===== src/rtl/multi_policy_replacement_controller_pkg.sv =====
// replacement_pkg: shared definitions for the multi-policy replacement
// controller: policy encodings, LFSR tap mask and default seed, and a
// compile-time log2 helper used to size way indices.
package replacement_pkg;

  typedef enum logic [1:0] {
    POLICY_LRU    = 2'b00,
    POLICY_PLRU   = 2'b01,
    POLICY_FIFO   = 2'b10,
    POLICY_RANDOM = 2'b11
  } policy_e;

  // Fibonacci taps 16,14,13,11 as a mask over lfsr[15:0] (shift-left form).
  localparam logic [15:0] LFSR_TAPS         = 16'hB400;
  localparam logic [15:0] LFSR_DEFAULT_SEED = 16'hACE1;

  function automatic int unsigned log2(input int unsigned value);
    int unsigned result;
    result = 0;
    while ((32'd1 << result) < value) result++;
    return result;
  endfunction

endpackage


===== src/rtl/multi_policy_replacement_controller_plru_tree.sv =====
// plru_tree: combinational tree pseudo-LRU logic for one set.
// Ports:
//   bits      - current node bits of the set, heap order (node 0 = root)
//   access    - way being accessed
//   next_bits - node bits after the access (path points away from access)
//   victim    - way reached by walking the tree (0 = lower half, 1 = upper)
module plru_tree
  import replacement_pkg::*;
#(
  parameter int unsigned NUMBER_OF_WAYS = 4
) (
  input  logic [NUMBER_OF_WAYS-2:0]        bits,
  input  logic [log2(NUMBER_OF_WAYS)-1:0]  access,
  output logic [NUMBER_OF_WAYS-2:0]        next_bits,
  output logic [log2(NUMBER_OF_WAYS)-1:0]  victim
);

  localparam int unsigned W = log2(NUMBER_OF_WAYS);

  int unsigned upd_node;
  int unsigned vic_node;
  logic        dir;
  logic        node_bit;

  // Node selection is done by compare-per-node so no variable-width index
  // is applied to the small node vector.
  always_comb begin
    next_bits = bits;
    upd_node  = 0;
    dir       = 1'b0;
    for (int unsigned l = 0; l < W; l++) begin
      dir = access[W-1-l];
      for (int unsigned n = 0; n < NUMBER_OF_WAYS - 1; n++) begin
        if (n == upd_node) next_bits[n] = ~dir;
      end
      upd_node = 2 * upd_node + 1 + (dir ? 1 : 0);
    end
  end

  always_comb begin
    vic_node = 0;
    node_bit = 1'b0;
    for (int unsigned l = 0; l < W; l++) begin
      node_bit = 1'b0;
      for (int unsigned n = 0; n < NUMBER_OF_WAYS - 1; n++) begin
        if (n == vic_node) node_bit = bits[n];
      end
      vic_node = 2 * vic_node + 1 + (node_bit ? 1 : 0);
    end
    victim = W'(vic_node - (NUMBER_OF_WAYS - 1));
  end

endmodule


===== src/rtl/multi_policy_replacement_controller.sv =====
// multi_policy_replacement_controller: per-set victim selector supporting
// true LRU, tree PLRU, FIFO and LFSR-random replacement. All policy state
// for the addressed set is updated on every valid access so the policy
// select may change at any time.
// Ports:
//   clock, reset               - clock, synchronous active-high reset
//   ways_in_use                - valid bits of the addressed set
//   current_index              - set addressed this cycle
//   replacement_policy_select  - 00 LRU, 01 PLRU, 10 FIFO, 11 random
//   current_access             - way hit or filled this cycle
//   access_valid, access_fill  - access strobe and miss-fill qualifier
//   report                     - trace request; no effect on outputs
//   selected_way               - one-hot victim for current_index
module multi_policy_replacement_controller
  import replacement_pkg::*;
#(
  parameter int unsigned NUMBER_OF_WAYS = 4,
  parameter int unsigned INDEX_BITS     = 8,
  parameter logic [15:0] LFSR_SEED      = LFSR_DEFAULT_SEED
) (
  input  logic                            clock,
  input  logic                            reset,
  input  logic [NUMBER_OF_WAYS-1:0]       ways_in_use,
  input  logic [INDEX_BITS-1:0]           current_index,
  input  logic [1:0]                      replacement_policy_select,
  input  logic [log2(NUMBER_OF_WAYS)-1:0] current_access,
  input  logic                            access_valid,
  input  logic                            access_fill,
  input  logic                            report,
  output logic [NUMBER_OF_WAYS-1:0]       selected_way
);

  localparam int unsigned W    = log2(NUMBER_OF_WAYS);
  localparam int unsigned SETS = 2 ** INDEX_BITS;

  logic [W-1:0]                lru_age   [SETS][NUMBER_OF_WAYS];
  logic [NUMBER_OF_WAYS-2:0]   plru_bits [SETS];
  logic [W-1:0]                fifo_ptr  [SETS];
  logic [15:0]                 lfsr;

  logic [W-1:0]                lru_next  [NUMBER_OF_WAYS];
  logic [W-1:0]                lru_victim;
  logic [W-1:0]                acc_age;
  logic [NUMBER_OF_WAYS-2:0]   plru_next;
  logic [W-1:0]                plru_victim;
  logic                        has_free;
  logic [W-1:0]                free_way;
  logic [W-1:0]                victim_way;
  policy_e                     policy;

  // report has no effect on the datapath.
  logic report_unused;
  assign report_unused = report;

  assign policy = policy_e'(replacement_policy_select);

  plru_tree #(.NUMBER_OF_WAYS(NUMBER_OF_WAYS)) u_plru (
    .bits      (plru_bits[current_index]),
    .access    (current_access),
    .next_bits (plru_next),
    .victim    (plru_victim)
  );

  always_comb begin
    acc_age    = lru_age[current_index][current_access];
    lru_victim = '0;
    for (int unsigned i = 0; i < NUMBER_OF_WAYS; i++) begin
      if (lru_age[current_index][i] == W'(NUMBER_OF_WAYS - 1)) lru_victim = W'(i);
      if (W'(i) == current_access)
        lru_next[i] = '0;
      else if (lru_age[current_index][i] < acc_age)
        lru_next[i] = lru_age[current_index][i] + W'(1);
      else
        lru_next[i] = lru_age[current_index][i];
    end
  end

  // Downward scan so the lowest-numbered unused way wins.
  always_comb begin
    has_free = 1'b0;
    free_way = '0;
    for (int unsigned i = NUMBER_OF_WAYS; i > 0; i--) begin
      if (!ways_in_use[i-1]) begin
        has_free = 1'b1;
        free_way = W'(i - 1);
      end
    end
  end

  always_comb begin
    victim_way = '0;
    if (has_free) begin
      victim_way = free_way;
    end else begin
      unique case (policy)
        POLICY_LRU:    victim_way = lru_victim;
        POLICY_PLRU:   victim_way = plru_victim;
        POLICY_FIFO:   victim_way = fifo_ptr[current_index];
        POLICY_RANDOM: victim_way = lfsr[W-1:0];
        default:       victim_way = '0;
      endcase
    end
    selected_way             = '0;
    selected_way[victim_way] = 1'b1;
  end

  always_ff @(posedge clock) begin
    if (reset) begin
      for (int unsigned s = 0; s < SETS; s++) begin
        for (int unsigned i = 0; i < NUMBER_OF_WAYS; i++) begin
          lru_age[s][i] <= W'(NUMBER_OF_WAYS - 1 - i);
        end
        plru_bits[s] <= '0;
        fifo_ptr[s]  <= '0;
      end
      lfsr <= LFSR_SEED;
    end else begin
      lfsr <= {lfsr[14:0], ^(lfsr & LFSR_TAPS)};
      if (access_valid) begin
        for (int unsigned i = 0; i < NUMBER_OF_WAYS; i++) begin
          lru_age[current_index][i] <= lru_next[i];
        end
        plru_bits[current_index] <= plru_next;
        if (access_fill && (current_access == fifo_ptr[current_index]))
          fifo_ptr[current_index] <= fifo_ptr[current_index] + W'(1);
      end
    end
  end

endmodule

===== config.mk =====
export PLATFORM = sky130hd
export DESIGN_NAME = multi_policy_replacement_controller
export DESIGN_NICKNAME = d
export VERILOG_FILES = /design/src/rtl/multi_policy_replacement_controller_pkg.sv /design/src/rtl/multi_policy_replacement_controller_plru_tree.sv /design/src/rtl/multi_policy_replacement_controller.sv
export SDC_FILE = /design/constraint.sdc
export NUM_CORES = 2
export LEC_CHECK = 0
export BUFFER_PORTS_ARGS = -buffer_cell sky130_fd_sc_hd__buf_4
export CAP_MARGIN = 20
export CORE_MARGIN = 2
export CORE_UTILIZATION = 40
export CTS_BUF_LIST = sky130_fd_sc_hd__clkbuf_8
export DETAILED_ROUTE_END_ITERATION = 16
export SLEW_MARGIN = 10
export SYNTH_ARGS = -nofsm -noshare
export SYNTH_HDL_FRONTEND = slang
export SYNTH_SLANG_ARGS = --single-unit

===== constraint.sdc =====
create_clock -name clock -period 6.67 [get_ports clock]
set_clock_uncertainty 0.2 [all_clocks]
set_input_delay 0.3335 -clock clock [delete_from_list [all_inputs] [get_ports clock]]
set_output_delay 0.3335 -clock clock [all_outputs]
set_load 0.02 [all_outputs]

=== After elaboration in Yosys (flattened, before gate mapping) ===
Memory sizes are Yosys's and may differ from the RTL's.
Cells that the tools add are included.

* Word-level logic and storage cells: 101
* Register bits: 16
* Input port bits: 21
* Memories: 3
* RAM bits: 3328
* Output and inout bits: 4

{| class="wikitable"
|+ Memories
! name !! words !! bits a word !! rd ports !! clocked after memory_dff !! write ports !! line !! text
|-
| lru_age || 256 || 8 || 1 || 0 || 256 || multi_policy_replacement_controller.sv:36 || <nowiki>logic [W-1:0] lru_age [SETS][NUMBER_OF_WAYS];</nowiki>
|-
| plru_bits || 256 || 3 || 1 || 0 || 256 || multi_policy_replacement_controller.sv:37 || <nowiki>logic [NUMBER_OF_WAYS-2:0] plru_bits [SETS];</nowiki>
|-
| fifo_ptr || 256 || 2 || 1 || 0 || 256 || multi_policy_replacement_controller.sv:38 || <nowiki>logic [W-1:0] fifo_ptr [SETS];</nowiki>
|}

* Bitwise operators: 3
* Reductions and logical operators: 10
* Multiplexer cells: 53
* Magnitude comparators: 7
* Equal/unequal tests: 14
* Add/sub/neg operators: 10

{| class="wikitable"
|+ Operators with widths
! cell !! count
|-
| 1-bit by 32-bit equality test with 1-bit output, first input constant || 2
|-
| 2-bit by 32-bit equality test with 1-bit output, first input constant || 2
|-
| 32-bit zero test || 2
|-
| 2-bit two-way mux || 18
|-
| 1-bit by 32-bit adder with 32-bit output, first input constant || 1
|-
| 8-bit two-way mux || 4
|-
| 1-bit two-way mux || 27
|-
| 16-bit parity || 1
|-
| 2-bit by 1-bit adder with 2-bit output, second input constant || 6
|-
| 2-bit equality test, second input constant || 5
|-
| 2-bit less-than comparator || 4
|-
| 2-bit case mux with 4 select lines || 1
|-
| 8-bit OR reduction || 1
|-
| 2-bit binary-select mux with 2-bit select || 1
|-
| 2-bit equality test, first input constant || 2
|-
| 2-bit zero test || 2
|-
| 3-bit >= comparator, second input constant || 1
|-
| 2-bit by 3-bit less-than comparator with 1-bit output, second input constant || 1
|-
| 3-bit two-way mux || 1
|-
| 2-bit inverter with 3-bit output || 1
|-
| 3-bit OR reduction || 1
|-
| 1-bit by 1-bit adder with 2-bit output, first input constant || 1
|-
| 2-bit adder || 1
|-
| 1-bit demux with 2-bit select || 1
|-
| other kinds (8) || 10
|}

=== Depth between registers and ports, before layout ===
An unclocked memory read counts as a cell.

* Depth after elaboration: 16
* Mapped depth: 28
* Depth with buffers taken out: 16

=== Cells and area by module ===
Synthesis repeated with hierarchy kept, for this count alone.

* Cell total of the unflattened synthesis: 10490
* Area, all modules: 151905.7 µm²

{| class="wikitable"
|+ Modules (own cells, without submodules)
! module !! cells an instance !! area an instance (µm²) !! seq. area each (µm²) !! times used
|-
| multi_policy_replacement_controller || 10482 || 151846.9 || 100256.2 || 1
|-
| plru_tree || 8 || 58.8 || 0.0 || 1
|}

=== Worst setup path after synthesis ===
No wires, ideal clock.

* Path kind: input to register
* Start point: input port current_index[0]
* End point: memory lru_age[197][0] (netlist name), data pin
* Arrival time: 5.241 ns
* Buffers on the path: 11
* Data required time: 6.205 ns
* Cell stages on the path: 25
* Library setup time: 0.265 ns
* Slack: 0.964 ns
* Cell sequence: buf_6 -> buf_6 -> buf_6 -> buf_6 -> buf_6 -> buf_6 -> buf_6 -> buf_6 -> buf_4 -> mux4_2 -> mux4_2 -> a22oi_1 -> o311ai_1 -> a211oi_2 -> o211ai_2 -> nor2_1 -> nor3_1 -> a21oi_1 -> ha_1 -> nor2_1 -> a21oi_1 -> o21ai_1 -> clkbuf_1 -> clkbuf_1 -> nor2_1

{| class="wikitable"
|+ RTL lines
! element !! line !! text
|-
| start: declaration || multi_policy_replacement_controller.sv:24 || <nowiki>input logic [INDEX_BITS-1:0] current_index,</nowiki>
|-
| end: declaration || multi_policy_replacement_controller.sv:36 ||
|}

=== Worst setup path after layout ===
* Start point: input port current_index[4]
* End point: output port selected_way[1]

* Word-level cells in the longest chain between the ends: 16
* Elaborated cells between the ends (all ways): 28
* Those cells by class: 4 x add/sub; 2 x order compare; 5 x eq/ne; 12 x mux; 2 x reduce/logical; 3 x memory

{| class="wikitable"
|+ Ends and longest elaborated chain
! element !! line !! text
|-
| memory read 256 x 3 bit || - ||
|-
| 1-bit two-way mux || multi_policy_replacement_controller_plru_tree.sv:48 || <nowiki>vic_node = 2 * vic_node + 1 + (node_bit ? 1 : 0);</nowiki>
|-
| 1-bit by 1-bit adder with 2-bit output || multi_policy_replacement_controller_plru_tree.sv:48 ||
|-
| 32-bit zero test || multi_policy_replacement_controller_plru_tree.sv:46 || <nowiki>if (n == vic_node) node_bit = bits[n];</nowiki>
|-
| 1-bit two-way mux (3 in a row) || multi_policy_replacement_controller_plru_tree.sv:46 ||
|-
| 1-bit two-way mux || multi_policy_replacement_controller_plru_tree.sv:48 ||
|-
| 2-bit adder || multi_policy_replacement_controller_plru_tree.sv:48 ||
|-
| 2-bit subtractor || multi_policy_replacement_controller_plru_tree.sv:50 || <nowiki>victim = W'(vic_node - (NUMBER_OF_WAYS - 1));</nowiki>
|-
| 2-bit case mux with 4 select lines (*) || multi_policy_replacement_controller.sv:95 || <nowiki>unique case (policy)</nowiki>
|-
| 2-bit two-way mux (*) || multi_policy_replacement_controller.sv:92 || <nowiki>if (has_free) begin</nowiki>
|-
| 2-bit by 3-bit less-than comparator with 1-bit output (not written as such) or 2-bit by 1-bit >= comparator with 1-bit output (tied branches) || multi_policy_replacement_controller.sv:104 || <nowiki>selected_way[victim_way] = 1'b1;</nowiki>
|-
| 1-bit logical AND (not written as such) || multi_policy_replacement_controller.sv:104 ||
|-
| 1-bit two-way mux (not written as such) || multi_policy_replacement_controller.sv:104 ||
|-
| 1-bit demux with 2-bit select (*) || multi_policy_replacement_controller.sv:104 ||
|-
| end: declaration || multi_policy_replacement_controller.sv:30 || <nowiki>output logic [NUMBER_OF_WAYS-1:0] selected_way</nowiki>
|}

Mark *: on every way between the ends. The rest lies on a longest branch, timed or not.

==> key figures <==
Status
  • Status: completed

Detailed routing
  • Routed length per instance: 32.7 um
  • DR pass1 iterations: 6
  • Vias: 101,000
  • Vias per cell: 6.25
  • DR iter-0 viols: 16,200
  • DRC: 0
  • Routed Antenna Nets: 0
  • Routed wire length: 526,000 um

STA
  • Rel. slew slack: 14.2%
  • Final Cycle Share: 99.5%
  • Tmin final: 6.63 ns
  • Worst-margin pin slew: 1.28 ns
  • Final setup viols: 0
  • Max Fclk: 151 MHz
  • RSZ-0062 raised after global routing: no
  • Final Max Tran Viols: 0
  • Setup TNS Final: 0 ns
  • Final hold violations: 0

Global route
  • Largest net degree at the start of global routing: 186
  • Global-route usage over all layers: 26.5%
  • First-pass GRT wire length: 735,000 um
  • Number of global-route vias before repair: 98,400
  • Total gr overflow: 0
  • Antenna violations before repair: 37

Placement
  • Number of port buffers: 23
  • GPL Wtd Cong: 0.952
  • DP Area: 159,000 um2
  • DPL Wire Length: 339,000 um

Clock tree
  • Longest Clk Path Bufs: 4
  • Reg clk slew, reported paths: 0.06 ns
  • Clock Root Buffer: clkbuf_8
  • Clock sinks: 3,344
  • Num CTS Buffers: 552
  • CTS tree: yes
  • H-Tree Depth: 6
  • Worst-Skew Late Latency: 1.24 ns

Setup path
  • R2R cell count: 12
  • Worst stage delay on the critical path: 1.25 ns
  • Crit path top cell by count: buf_4
  • Required @ worst endpoint: 6.14 ns
  • Critical Path End Type: output pin
  • Critical path's top delay family: compound AO/OA/AOI/OAI gates
  • Crit-path max FO: 30
  • WS Path Type: input pin to output pin
  • WP data arrival: 6.10 ns
  • Reg-to-reg endpoint: lru_age[193][1]$_SDFFCE_PN0P_
  • Crit path launch type: input pin
  • Slowest CP cell: o41ai_1
  • CP Cell Sequence: buf_4 -> nand2_1 -> o41ai_1 -> a211oi_1 -> a41oi_1 -> ha_1 -> nor2_1 -> mux4_2 -> a31o_2 -> and2_1 -> buf_4
  • R2R Setup Slk: 1.01 ns
  • Buf+Inv Stages, Crit Path: 2
  • Worst r2r src: lru_age[154][3]$_SDFFCE_PN0P_

Synthesis
  • Synth unique cells: 80
  • Largest cells by area after synthesis: edfxtp_1, mux4_2, nor2_1
  • Synth Cell Area: 153,000 um2
  • Syn_nets: 10,600
  • Synth area leader: edfxtp_1
  • Top FF cell, synth: edfxtp_1
  • Number of synthesized flops with an enable pin: 3,328
  • Synth warnings: 0
  • Top cell type's share of synthesized area: 65.3%
  • Synth Register Bits: 3,344
  • Syn Area/Cell: 14.4 um2
  • Synth Instances: 10,600
  • Fraction of registers with async set/reset: 0%
  • Sequential area share after synthesis: 65.5%

Min path
  • Hold Path Class: input pin to register
  • Min-delay src: reset
  • Hold endpoint: lfsr[14]$_SDFF_PP0_
  • Min-Delay Path Depth: 3

Cells and area
  • Commonest non-fill, non-tap cell in the layout: edfxtp_1
  • Design area: 169,000 um2
  • Share of cells above drive strength 1: 22.9%
  • Layout area overhead: 10.6%
  • Final Net Count: 10,700
  • Area occupied by multi-input gates: 47,400 um2
  • Most frequent cells in the layout: edfxtp_1, nor2_1, nand2_1, mux4_2, clkbuf_8
  • Seq. cell area: 100,000 um2
  • Fillers: 34,000

Floorplan
  • Ports: 25
  • Rows: 227
  • Die Ht: 623 um
  • Initial Util: 40.1%
  • Die width: 623 um
  • Die footprint: 388,000 um2
  • Core area: 382,000 um2

Power and ir drop
  • PwrDens: 277 nW/um2
  • Static leakage: 52.3 nW
  • VDD IR-drop max: 0.265 mV

Flow run
  • Max Cap Violations: 0
[how the worst max path moves through the flow]
stage	start	end	slack [ns]	depth (start not counted)
floorplan	current_index[0]	lru_age[197][0]$_SDFFCE_PN0P_	0.96	25
global placement	current_index[0]	lru_age[62][4]$_SDFFCE_PN0P_	-0.04	14
detailed placement	current_index[0]	lru_age[193][1]$_SDFFCE_PN0P_	0.16	15
CTS	lru_age[126][0]$_SDFFCE_PN0P_	selected_way[3]	0.23	12
global route	lru_age[127][0]$_SDFFCE_PN0P_	selected_way[1]	0.14	12
finish	current_index[4]	selected_way[1]	0.04	11
[where the power goes]
group	switching (mW)	internal, mW	leakage (nW)
clock	8.62	8.09	5.54
combinational	4.79	1.63	15.9
sequential	0.152	23.6	30.8
total	13.6	33.3	52.3
[cells by family (layout without fill, tap and decap cells)]
kind of cell | Yosys count | after routing | synth area share [%]
buffers and inverters | 1063 | 1502 | 3.83
AND/OR/NAND/NOR | 4183 | 4183 | 11.4
other | 0 | 16 | 0
adder cells (fa/ha/maj) | 7 | 7 | 0.0572
XOR/XNOR | 7 | 7 | 0.0401
multiplexers | 1111 | 1111 | 14.6
AO/OA/AOI/OAI | 888 | 888 | 4.59
flip-flops | 3344 | 3344 | 65.5
[state kept, by name, indices dropped and copies added, names as in the netlist]
signal / count
plru_bits: 768
lfsr: 16
lru_age: 2048
fifo_ptr: 512
[through the flow]
stage	utilization (%)	total power, mW	setup WS, ns	hold slack [ns]	instances
finish	44.3	46.9	0.0354	0.142	16100
global placement	41.7	30.2	-0.0353	0.196	15100
floorplan	-	27.8	0.964	0.189	10600
detailed placement	41.7	30.4	0.158	0.202	15100
CTS	44.3	46.8	0.225	0.0239	16100
global route	44.3	48.0	0.136	0.139	16100
[repair_timing]
item / CTS / global route
hold buffers: 7 / 0
endpoints found under the hold margin: 1357 / 0
setup buffers: 0 / 0
gates resized for setup: 0 / 0
[Yosys cell counts (all sizes together) (5+ instances only)]
cell type / instances
a2111oi: 63
a211oi: 267
a21oi: 51
a221oi: 13
a22o: 20
a22oi: 105
a31o: 257
a31oi: 10
and2: 5
and3: 10
buf: 572
clkbuf: 477
dfxtp: 16
edfxtp: 3328
ha: 7
inv: 12
mux2: 19
mux2i: 193
mux4: 899
nand2: 1402
nand2b: 220
nand3: 42
nand4: 8
nor2: 1829
nor2b: 28
nor3: 535
nor4: 7
o211ai: 10
o21ai: 28
o221ai: 5
o22a: 6
o22ai: 13
or2: 90
[worst min-delay path, cell delays in order]
cell and delay [ns]:
dlygate4sd3_1 0.56, buf_8 0.31, nor2b_1 0.19
[routing by layer]
layer	GRT usage [%]	part of all wire [%]	vias to the layer above
li1	-	-	40300
met1	35.2	36	51500
met2	39.4	44	7520
met3	7.77	14	1356
met4	14.2	6.0	26
met5	0.235	0.057	-
[cell type report]
cell class                      instances  area share (%)
Tap cell                             5038            3.72
Clock inverter                        405            1.21
Sequential cell                      3344            59.2
Inverter                               14          0.0310
Timing Repair Buffer                  523            3.26
Multi-Input combinational cell       6196            28.0
Antenna cell                           16          0.0237
Clock buffer                          560            4.55
Note: power is estimated with default switching activity, not from simulation.
